### src/rtl/rcs_seq_addsub.sv
`default_nettype none
// ============================================================================
// Module   : rcs_seq_addsub
// Brief    : Multi-cycle ripple add/subtract unit. Consumes DIGIT bits per
//            clock through a registered carry, returns result plus carry,
//            signed-overflow and zero flags over a valid/ready handshake.
// Revision : 1.0 - initial release
// ============================================================================
module rcs_seq_addsub #(
  parameter int WIDTH = 16,
  parameter int DIGIT = 4
) (
  input  logic             clk,
  input  logic             rst,
  input  logic             in_valid,
  output logic             in_ready,
  input  logic [WIDTH-1:0] in_A,
  input  logic [WIDTH-1:0] in_B,
  input  logic             in_Cin,
  input  logic             in_mode,
  output logic             out_valid,
  input  logic             out_ready,
  output logic [WIDTH-1:0] out_Res,
  output logic             out_Cout,
  output logic             out_Ovf,
  output logic             out_Zero
);

  localparam int N  = WIDTH / DIGIT;
  localparam int CW = (N > 1) ? $clog2(N) : 1;
  localparam logic [CW-1:0] LAST_STEP = CW'(N - 1);

  localparam logic [1:0] S_IDLE = 2'd0;
  localparam logic [1:0] S_RUN  = 2'd1;
  localparam logic [1:0] S_DONE = 2'd2;

  logic [1:0]       state;
  logic [WIDTH-1:0] a_sr;
  logic [WIDTH-1:0] b_sr;
  logic             carry;
  logic [CW-1:0]    step;

  logic             accept;
  logic             run_step;
  logic             last_step;
  logic [DIGIT:0]   digit_sum;
  logic             msb_cin;
  logic [WIDTH-1:0] res_next;

  // Reset dominates the ready indication so nothing is taken while rst is high.
  assign in_ready  = (state == S_IDLE) && !rst;
  assign out_valid = (state == S_DONE);
  assign accept    = in_valid && in_ready;
  assign run_step  = (state == S_RUN);
  assign last_step = run_step && (step == LAST_STEP);

  // One digit of the ripple chain; carry stays registered between digits.
  assign digit_sum = {1'b0, a_sr[DIGIT-1:0]} + {1'b0, b_sr[DIGIT-1:0]} + {{DIGIT{1'b0}}, carry};

  // Carry into the MSB recovered from the MSB's own sum bit and operands.
  assign msb_cin = a_sr[DIGIT-1] ^ b_sr[DIGIT-1] ^ digit_sum[DIGIT-1];

  // The result shift register holds only the upper WIDTH-DIGIT bits; the
  // current digit always supplies the top, so the final value needs no
  // extra shift cycle.
  generate
    if (N > 1) begin : g_multi_step
      logic [WIDTH-DIGIT-1:0] res_sr;

      assign res_next = {digit_sum[DIGIT-1:0], res_sr};

      // Accumulate completed digits, lowest digit ending at bit 0.
      always_ff @(posedge clk) begin
        if (rst) begin
          res_sr <= '0;
        end else if (run_step) begin
          res_sr <= res_next[WIDTH-1:DIGIT];
        end
      end
    end else begin : g_single_step
      assign res_next = digit_sum[DIGIT-1:0];
    end
  endgenerate

  // Control FSM, operand shifters, carry and result/flag registers.
  always_ff @(posedge clk) begin
    if (rst) begin
      state    <= S_IDLE;
      a_sr     <= '0;
      b_sr     <= '0;
      carry    <= 1'b0;
      step     <= '0;
      out_Res  <= '0;
      out_Cout <= 1'b0;
      out_Ovf  <= 1'b0;
      out_Zero <= 1'b0;
    end else begin
      case (state)
        S_IDLE: begin
          if (accept) begin
            a_sr  <= in_A;
            b_sr  <= in_mode ? ~in_B : in_B;
            carry <= in_Cin;
            step  <= '0;
            state <= S_RUN;
          end
        end
        S_RUN: begin
          a_sr  <= a_sr >> DIGIT;
          b_sr  <= b_sr >> DIGIT;
          carry <= digit_sum[DIGIT];
          step  <= step + 1'b1;
          if (last_step) begin
            out_Res  <= res_next;
            out_Cout <= digit_sum[DIGIT];
            out_Ovf  <= msb_cin ^ digit_sum[DIGIT];
            out_Zero <= (res_next == '0);
            state    <= S_DONE;
          end
        end
        S_DONE: begin
          if (out_ready) begin
            state <= S_IDLE;
          end
        end
        default: begin
          state <= S_IDLE;
        end
      endcase
    end
  end

endmodule
`default_nettype wire
### config.mk
export PLATFORM = sky130hd
export DESIGN_NAME = rcs_seq_addsub
export DESIGN_NICKNAME = d
export VERILOG_FILES = /design/src/rtl/rcs_seq_addsub.sv
export SDC_FILE = /design/constraint.sdc
export NUM_CORES = 1
export LEC_CHECK = 0
export BUFFER_PORTS_ARGS = -buffer_cell sky130_fd_sc_hd__buf_2
export CAP_MARGIN = 40
export CELL_PAD_IN_SITES_DETAIL_PLACEMENT = 0
export CELL_PAD_IN_SITES_GLOBAL_PLACEMENT = 1
export CORE_UTILIZATION = 43
export CTS_CLUSTER_SIZE = 14
export DETAILED_ROUTE_END_ITERATION = 6
export GPL_ROUTABILITY_DRIVEN = 0
export PLACE_DENSITY_LB_ADDON = 0.1
export SKIP_CTS_REPAIR_TIMING = 1
export SYNTH_ARGS = -nofsm -noshare
export SYNTH_HDL_FRONTEND = slang
export SYNTH_SLANG_ARGS = --single-unit
### constraint.sdc
create_clock -name clk -period 3.24 [get_ports clk]
set_input_delay 0.162 -clock clk [delete_from_list [all_inputs] [get_ports clk]]
set_output_delay 0.162 -clock clk [all_outputs]
set_load 0.05 [all_outputs]
---- Yosys cells after proc, flatten, opt, wreduce, memory -nomap -nowiden ----
Cells that the tools add are included.
word-level totals
  output and inout port bits .............. 21
  register bits after elaboration ......... 68
  bits of input ports ..................... 38
  word-level logic and storage cells ...... 46
cells by class
  eq/ne operators ......................... 6
  bitwise logic cells ..................... 4
  $add $sub $neg .......................... 3
  reductions and logical operators ........ 10
  mux-type cells .......................... 13
operators with widths
  operator                                             count
  one-hot mux 16 bit (2 select lines)                  2
  2-to-1 mux 16 bit                                    3
  logical NOT 16 bit                                   1
  inverter 16 bit                                      1
  2-to-1 mux 2 bit                                     4
  one-hot mux 2 bit (3 select lines)                   1
  adder 4 x 4 -> 5 bit                                 1
  adder 5 x 1 -> 5 bit                                 1
  equality test 2 bit, second input constant           2
  != test 2 x 1 -> 1 bit, second input constant        2
  one-hot mux 2 bit (2 select lines)                   1
  AND reduction 2 bit                                  2
  logical AND 1 bit                                    3
  AND reduction 3 bit                                  1
  XOR 1 bit                                            3
  adder 2 x 1 -> 2 bit, second input constant          1
  equality test 2 x 1 -> 1 bit, second input constant  1
  logical NOT 2 bit                                    1
  != test 2 bit, second input constant                 1
  one-hot mux 1 bit (2 select lines)                   1
  nonzero test 2 bit                                   1
  logical NOT 1 bit                                    1
  2-to-1 mux 1 bit                                     1

---- Depth between registers and ports, before layout ----
Gate-level depths: netlist of the first run.
  word-level depth ........................ 5
  gate-level depth with buffers ........... 6
  gate-level depth less buffers ........... 6

---- Worst setup path after synthesis of the first run ----
OpenSTA, ideal clock, no wires.
  path kind ............................... register -> register
  start ................................... reg state[0]
  end ..................................... reg a_sr[10]
  cell stages (with the launch flop) ...... 6
  data required time ...................... 3103 ps
  setup slack ............................. 868 ps
  clock period less this slack ............ 2372 ps
  library setup time ...................... 137 ps
  path buffers ............................ 1
  arrival time ............................ 2235 ps
  path through ............................ dfxtp_1 > nor3_1 > nand2_1 > buf_2 > nand2_1 > a31oi_1
on the way
  word-level cells in the longest chain between the ends .. 5
  elaborated cells on any way between the ends .. 8
  those cells by class .................... eq/ne: 2; mux: 1; reduce/logical: 5
ends and longest elaborated chain
  what                           line  source
  start: declaration             37    logic [1:0] state;
  start signal: assignment       88    state <= S_IDLE;
  start signal: assignment       105   state <= S_RUN;
  start signal: assignment       118   state <= S_DONE;
  logical NOT 2 bit              51    assign in_ready = (state == S_IDLE) && !rst;
  logical AND 1 bit              51
  named net in_ready             16    output logic in_ready,
  logical AND 1 bit              53    assign accept = in_valid && in_ready;
  != test 2 bit (no line)        --
  AND reduction 2 bit (no line)  --
  end signal: assignment         101   a_sr <= in_A;
  end signal: assignment         109   a_sr <= a_sr >> DIGIT;
  end: declaration               38    logic [WIDTH-1:0] a_sr;
The timed path passes the listed nets, and every way through them passes these cells.
A chain may end at the register's enable or synchronous reset.

---- Worst setup path after layout of the first run ----
  start ................................... reg a_sr[0]
  end ..................................... reg out_Ovf
on the way
  word-level cells in the longest chain between the ends .. 4
ends and longest elaborated chain
  what                      line  source
  adder 4 x 4 -> 5 bit (*)  58    assign digit_sum = {1'b0, a_sr[DIGIT-1:0]} + {1'b0, b_sr[DIGIT-1:0]} + {{DIGIT{1'b0}}, carry};
  adder 5 x 1 -> 5 bit (*)  58
  XOR 1 bit                 61    assign msb_cin = a_sr[DIGIT-1] ^ b_sr[DIGIT-1] ^ digit_sum[DIGIT-1];
  XOR 1 bit (*)             116   out_Ovf <= msb_cin ^ digit_sum[DIGIT];
  end signal: assignment    116
  end: declaration          25    output logic out_Ovf,
Mark *: on every way between the ends. The rest lies on a longest branch, timed or not.

==> results of run 1 <==
metrics by stage:
stage	total power (uW)	utilization, %	setup WS, ns
3_5_place_dp	1132	49.69	1.173
6_report	2027	53.90	1.157
4_1_cts	2049	53.90	1.160
5_1_grt	2116	53.90	1.052
3_3_place_gp	1127	49.37	1.211
2_1_floorplan	1068	-	0.8684
per-layer routing:
| metal | routed length [um] | up-vias | global-route usage [%] |
|---|---|---|---|
| li1 | - | 1279 | - |
| met1 | 3144 | 1089 | 24.58 |
| met2 | 2928 | 53 | 32.45 |
| met3 | 204 | 13 | 4.253 |
| met4 | 144 | 0 | 9.553 |
| met5 | 0 | - | 0 |
logic make-up (layout without fill, tap and decap cells):
group                      count (synthesis)  after routing  share of synthesized area [%]
and+or+nand+nor                          128            128                          18.99
AOI/OAI and AO/OA                         94             94                          19.51
DFF                                       68             68                          47.59
buffers and inverters                     27             81                          4.593
xor gates and xnor gates                  19             19                          5.818
adders and majority gates                  6              6                          3.150
muxes                                      1              1                         0.3500
power by group:
part	switching, uW	internal (uW)	leakage (uW)
registers	28.6	874	0.000554
clock network	319	596	0.000136
logic	121	87.4	0.000661
path summary, 6_finish.rpt:
| kind | slack [ns] | start | end | cells after the start |
|---|---|---|---|---|
| hold / removal | 0.06 | in_A[12] | a_sr[12]$_SDFFE_PP0P_ | 3 |
| hold reg to reg | 0.45 | out_Res[0]$_SDFFE_PP0P_ | out_Res[0]$_SDFFE_PP0P_ | 2 |
| setup reg to reg | 1.16 | a_sr[0]$_SDFFE_PP0P_ | out_Ovf$_SDFFE_PP0P_ | 6 |
| setup / recovery | 1.16 | a_sr[0]$_SDFFE_PP0P_ | out_Ovf$_SDFFE_PP0P_ | 6 |
Yosys cell counts:
library cell  instances
a211oi_1              6
nand3_1               3
nand2b_1              2
fa_1                  2
a31oi_1              13
nor2_1               14
nor4_1                3
nor2_2                1
buf_2                12
a22oi_1               7
nand2_2               1
nand2_1              95
nor4b_4               1
mux2i_1               1
buf_4                 2
o211ai_1              5
inv_1                 2
a32o_1                1
clkbuf_1             10
nor3_1                4
o22ai_1               7
o21ai_0              12
dfxtp_1              68
buf_6                 1
o31ai_1               2
nor2b_1               2
nand4_1               1
xor2_1                2
a21oi_1              38
nor4_2                1
xnor2_1              17
ha_1                  4
a21o_1                3
worst reg2reg max path, cell delays in order, from the launching register on:
cell      delay, ns
dfxtp_1        0.33
fa_1           0.47
fa_1           0.42
a21o_1         0.21
a21oi_1        0.27
xnor2_1        0.10
a211oi_1       0.22
cells in the final DEF (no fill, tap or decap), drive strengths merged, types with 5 or more instances in the layout:
| cell | netlist | layout |
|---|---|---|
| buf | 15 | 63 |
| dfxtp | 68 | 68 |
| nor2 | 15 | 15 |
| xnor2 | 17 | 17 |
| a21oi | 38 | 38 |
| clkbuf | 10 | 13 |
| a211oi | 6 | 6 |
| a22oi | 7 | 7 |
| a31oi | 13 | 13 |
| o211ai | 5 | 5 |
| nand2 | 96 | 96 |
| o22ai | 7 | 7 |
| o21ai | 12 | 12 |
flip-flops by register name (all words and copies together) (netlist names):
name	cells
out_Cout	1
out_Ovf	1
g_multi_step.res_sr	12
out_Zero	1
state	2
carry	1
b_sr	16
step	2
out_Res	16
a_sr	16
cell type report:
cell class,count,area [um2],share of cell area [%]
Multi-Input combinational cell,248,1368,39.73
Sequential cell,68,1361,39.55
Timing Repair Buffer,63,340.3,9.887
Clock buffer,13,178.9,5.198
Tap cell,77,96.34,2.799
Clock inverter,3,90.09,2.617
Inverter,2,7.507,0.2181
==> flow_summary.json, run 1 <==
{
  "setup_viol": 0,
  "die_x_um": 83.56,
  "num-fill-cells": 632,
  "ir_drop_v": 0.0002673,
  "grt_pass1_wl_um": 10980,
  "vias": 2434,
  "clkSinkCount": 68,
  "syn_avg_cell_area_um2": 8.339,
  "cpPeakStageDelay_ns": 0.47,
  "power.density_nw_per_um2": 588.9,
  "antenna_found_initial": 0,
  "slew_violations": 0,
  "grt_max_degree": 47,
  "synth_top_cell_by_area": "dfxtp_1",
  "fmax_mhz": 480.0,
  "vias_per_cell": 5.135,
  "insertion_delay_ns": 0.34,
  "finalInstanceArea_um2": 3442,
  "worstPathCellList": "fa_1 > fa_1 > a21o_1 > a21oi_1 > xnor2_1 > a211oi_1",
  "period_minus_slack_ns": 2.083,
  "hold_violations": 0,
  "cts_buffers": 9,
  "synthTopCellsByArea": "dfxtp_1, nand2_1, a21oi_1",
  "wl_per_cell_um": 13.55,
  "pin_count": 59,
  "timing.setup.tns_ns": 0,
  "slew_headroom_pct": 52.69,
  "ant_nets": 0,
  "grt_usage_pct": 19.76,
  "hpwl_um": 4248,
  "drt-initial-drc-count": 120,
  "slowest_stage": "fa_1",
  "hp-class": "input port to flop",
  "stdcell_count": 474,
  "rsz0062_at_grt": "false",
  "fin_nets": 436,
  "row_count": 29,
  "worstSetupPathType": "flop to flop",
  "cp_num_buf_inv": 0,
  "synth_area_um2": 2860,
  "critPathCaptureType": "flop",
  "syn-num-nets": 387,
  "path_max_fanout": 3,
  "maxCapViolCount": 0,
  "yosysUniqueCellTypes": 33,
  "fp.dieH_um": 83.56,
  "dr.pass1.iters": 4,
  "worst_hold_slack_ns": 0.06282,
  "period_share_pct": 64.30,
  "drt_wl_total_um": 6422,
  "portBuffers": 58,
  "core_um2": 6386,
  "crit_path_start_kind": "flop",
  "p_leak_uw": 0.001351,
  "synth-seq-area-share_pct": 47.59,
  "post_dp_cell_area_um2": 3173,
  "num_antenna_cells": 0,
  "cts_tree": "built",
  "critPathTopFamily": "adder cells",
  "areaGrowthSynthToFinish_pct": 20.34,
  "yosys_warnings": 0,
  "tightest_slew_ns": 0.7088,
  "initial_utilization_pct": 44.79,
  "grt_pass1_vias": 2354,
  "drive_gt1_share_pct": 20.91,
  "clock_skew_ns": 0.008134,
  "cpMostUsedCell": "fa_1",
  "die_area_um2": 6982,
  "clockRootBuffer": "clkbuf_8",
  "outcome": "finished, final reports clean",
  "netlist_instances": 343,
  "synth_top_area_share_pct": 47.59,
  "overflow": 0,
  "clockBufferDepth": 2,
  "numPlacedInstances": 458,
  "drc_errors": 0,
  "required_ns": 3.50,
  "cts_max_level": 3,
  "worstPathArrival_ns": 2.34,
  "ys_ff_latch": 68,
  "clk_transition_reported_paths_ns": 0.07
}
No activity file was read; power rests on OpenSTA's default activity.
==> run 2, diff against run 1 <==
--- a/config.mk
+++ b/config.mk
@@ -9,7 +9,7 @@
 export CAP_MARGIN = 40
 export CELL_PAD_IN_SITES_DETAIL_PLACEMENT = 0
 export CELL_PAD_IN_SITES_GLOBAL_PLACEMENT = 1
-export CORE_UTILIZATION = 43
+export CORE_UTILIZATION = 36
 export CTS_CLUSTER_SIZE = 14
 export DETAILED_ROUTE_END_ITERATION = 6
 export GPL_ROUTABILITY_DRIVEN = 0
==> constraint.sdc (replaced) <==
create_clock -name clk -period 1.9 [get_ports clk]
set_input_delay 0.095 -clock clk [delete_from_list [all_inputs] [get_ports clk]]
set_output_delay 0.095 -clock clk [all_outputs]
set_load 0.05 [all_outputs]
==> run 2 against run 1 <==
Effect of this change: the run now ends with hold timing left; routed wire length rose by 5.5%; sequential share of layout area fell by 1.1 points; core utilization fell by 7.8 points; worst setup slack got worse by 1.1 ns; combinational power rose by 92%; clock skew barely moved; critical path depth did not move; non-clock buffer count rose by 14; cell count rose by 8.0%; worst hold slack got worse by 0.072 ns; total power rose by 51%; register-to-register slack got worse by 1.1 ns; critical endpoint is now out_Zero$_SDFFE_PP0P_.
==> flow_summary.json, run 2 (synthesis gave the netlist of run 1 again) <==
{
  "core_um2": 7687,
  "cp_num_buf_inv": 0,
  "vias_per_cell": 4.875,
  "numPlacedInstances": 494,
  "maxCapViolCount": 0,
  "p_leak_uw": 0.001385,
  "grt_max_degree": 38,
  "insertion_delay_ns": 0.34,
  "ant_nets": 0,
  "stdcell_count": 512,
  "wl_per_cell_um": 13.24,
  "vias": 2496,
  "pin_count": 59,
  "slew_violations": 0,
  "areaGrowthSynthToFinish_pct": 23.84,
  "clk_transition_reported_paths_ns": 0.07,
  "num-fill-cells": 828,
  "grt_pass1_vias": 2387,
  "cts_max_level": 3,
  "drt_wl_total_um": 6778,
  "row_count": 32,
  "slowest_stage": "fa_2",
  "setup_viol": 0,
  "drive_gt1_share_pct": 24.15,
  "fin_nets": 450,
  "cts_tree": "built",
  "crit_path_start_kind": "flop",
  "fp.dieH_um": 91.14,
  "clockBufferDepth": 2,
  "mostFrequentLayoutCell": "nand2_1",
  "ir_drop_v": 0.0003450,
  "antenna_found_initial": 0,
  "grt_pass1_wl_um": 11580,
  "critPathCaptureType": "flop",
  "dr.pass1.iters": 4,
  "tightest_slew_ns": 0.5599,
  "initial_utilization_pct": 37.21,
  "worstPathArrival_ns": 2.12,
  "worstPathCellList": "fa_2 > fa_2 > nor4_2 > nand4_1 > nor4_2 > a32o_1",
  "grt_usage_pct": 17.82,
  "hp-class": "input port to flop",
  "final_cell_mix": "nand2_1, dfxtp_1, buf_2, a21oi_1, xnor2_1",
  "die_x_um": 91.14,
  "reg_top3": "a_sr (16), b_sr (16), out_Res (16)",
  "cpPeakStageDelay_ns": 0.44,
  "critPathTopFamily": "adder cells",
  "portBuffers": 58,
  "path_max_fanout": 2,
  "fmax_mhz": 546.1,
  "register_area_um2": 1361,
  "period_share_pct": 96.37,
  "die_area_um2": 8306,
  "clkSinkCount": 68,
  "drc_errors": 0,
  "required_ns": 2.19,
  "slew_headroom_pct": 62.53,
  "overflow": 0,
  "timing.setup.tns_ns": 0,
  "worstSetupPathType": "flop to flop",
  "drt-initial-drc-count": 93,
  "hold_violations": 1,
  "violations": "hold timing",
  "fin_util_pct": 46.08,
  "clockRootBuffer": "clkbuf_8",
  "cts_buffers": 9,
  "multiInputGateArea_um2": 1395,
  "power.density_nw_per_um2": 865.9,
  "num_antenna_cells": 0,
  "worst_hold_slack_ns": -0.009501,
  "hpwl_um": 4677,
  "period_minus_slack_ns": 1.831,
  "clock_skew_ns": 0.008245,
  "outcome": "finished, violations left"
}
==> run 2: cell type report <==
class | count | area share (%)
timing repair buffer | 77 | 13.07
tap | 102 | 3.603
inverter | 2 | 0.2119
sequential | 68 | 38.43
clock inverter | 1 | 0.1413
clock buffer | 14 | 5.157
multi-input combinational | 248 | 39.39
==> run 2: report_power, final <==
part	switching (uW)	leakage [uW]	internal [uW]
clock network	518	0.0000986	609
registers	50.1	0.000554	1490
logic	218	0.000733	181
total	786	0.00139	2280
==> run 2: worst reg2reg max path: stages, from the launching register on <==
cell and delay [ns]:
dfxtp_1 0.33, fa_2 0.41, fa_2 0.44, nor4_2 0.17, nand4_1 0.14, nor4_2 0.15, a32o_1 0.15
==> run 2: layer usage <==
layer / track usage (%) / share of wire [%] / vias up / routed length [um]
li1: - / - / 1303 / -
met1: 23.39 / 50 / 1131 / 3366
met2: 27.97 / 45 / 55 / 3035
met3: 5.193 / 4.2 / 7 / 286
met4: 5.952 / 1.3 / 0 / 90
met5: 0 / 0 / - / 0
==> run 2: stage by stage <==
stage                     worst slack, ns  total power [uW]  cell area, um2
after floorplan                   0.02173              1822            2869
after global placement           -0.02710              1963            3308
after detailed placement         -0.05870              1963            3308
after CTS                        -0.07372              3088            3496
after global routing            -0.006245              3219            3542
final                             0.06894              3067            3542
==> run 2: path summary, 6_finish.rpt <==
check	slack, ns	cells after the start	to	from
max	0.07	6	out_Zero$_SDFFE_PP0P_	a_sr[0]$_SDFFE_PP0P_
min	-0.01	3	a_sr[13]$_SDFFE_PP0P_	in_A[13]
max reg2reg	0.07	6	out_Zero$_SDFFE_PP0P_	a_sr[0]$_SDFFE_PP0P_
min reg2reg	0.45	2	out_Res[10]$_SDFFE_PP0P_	out_Res[10]$_SDFFE_PP0P_
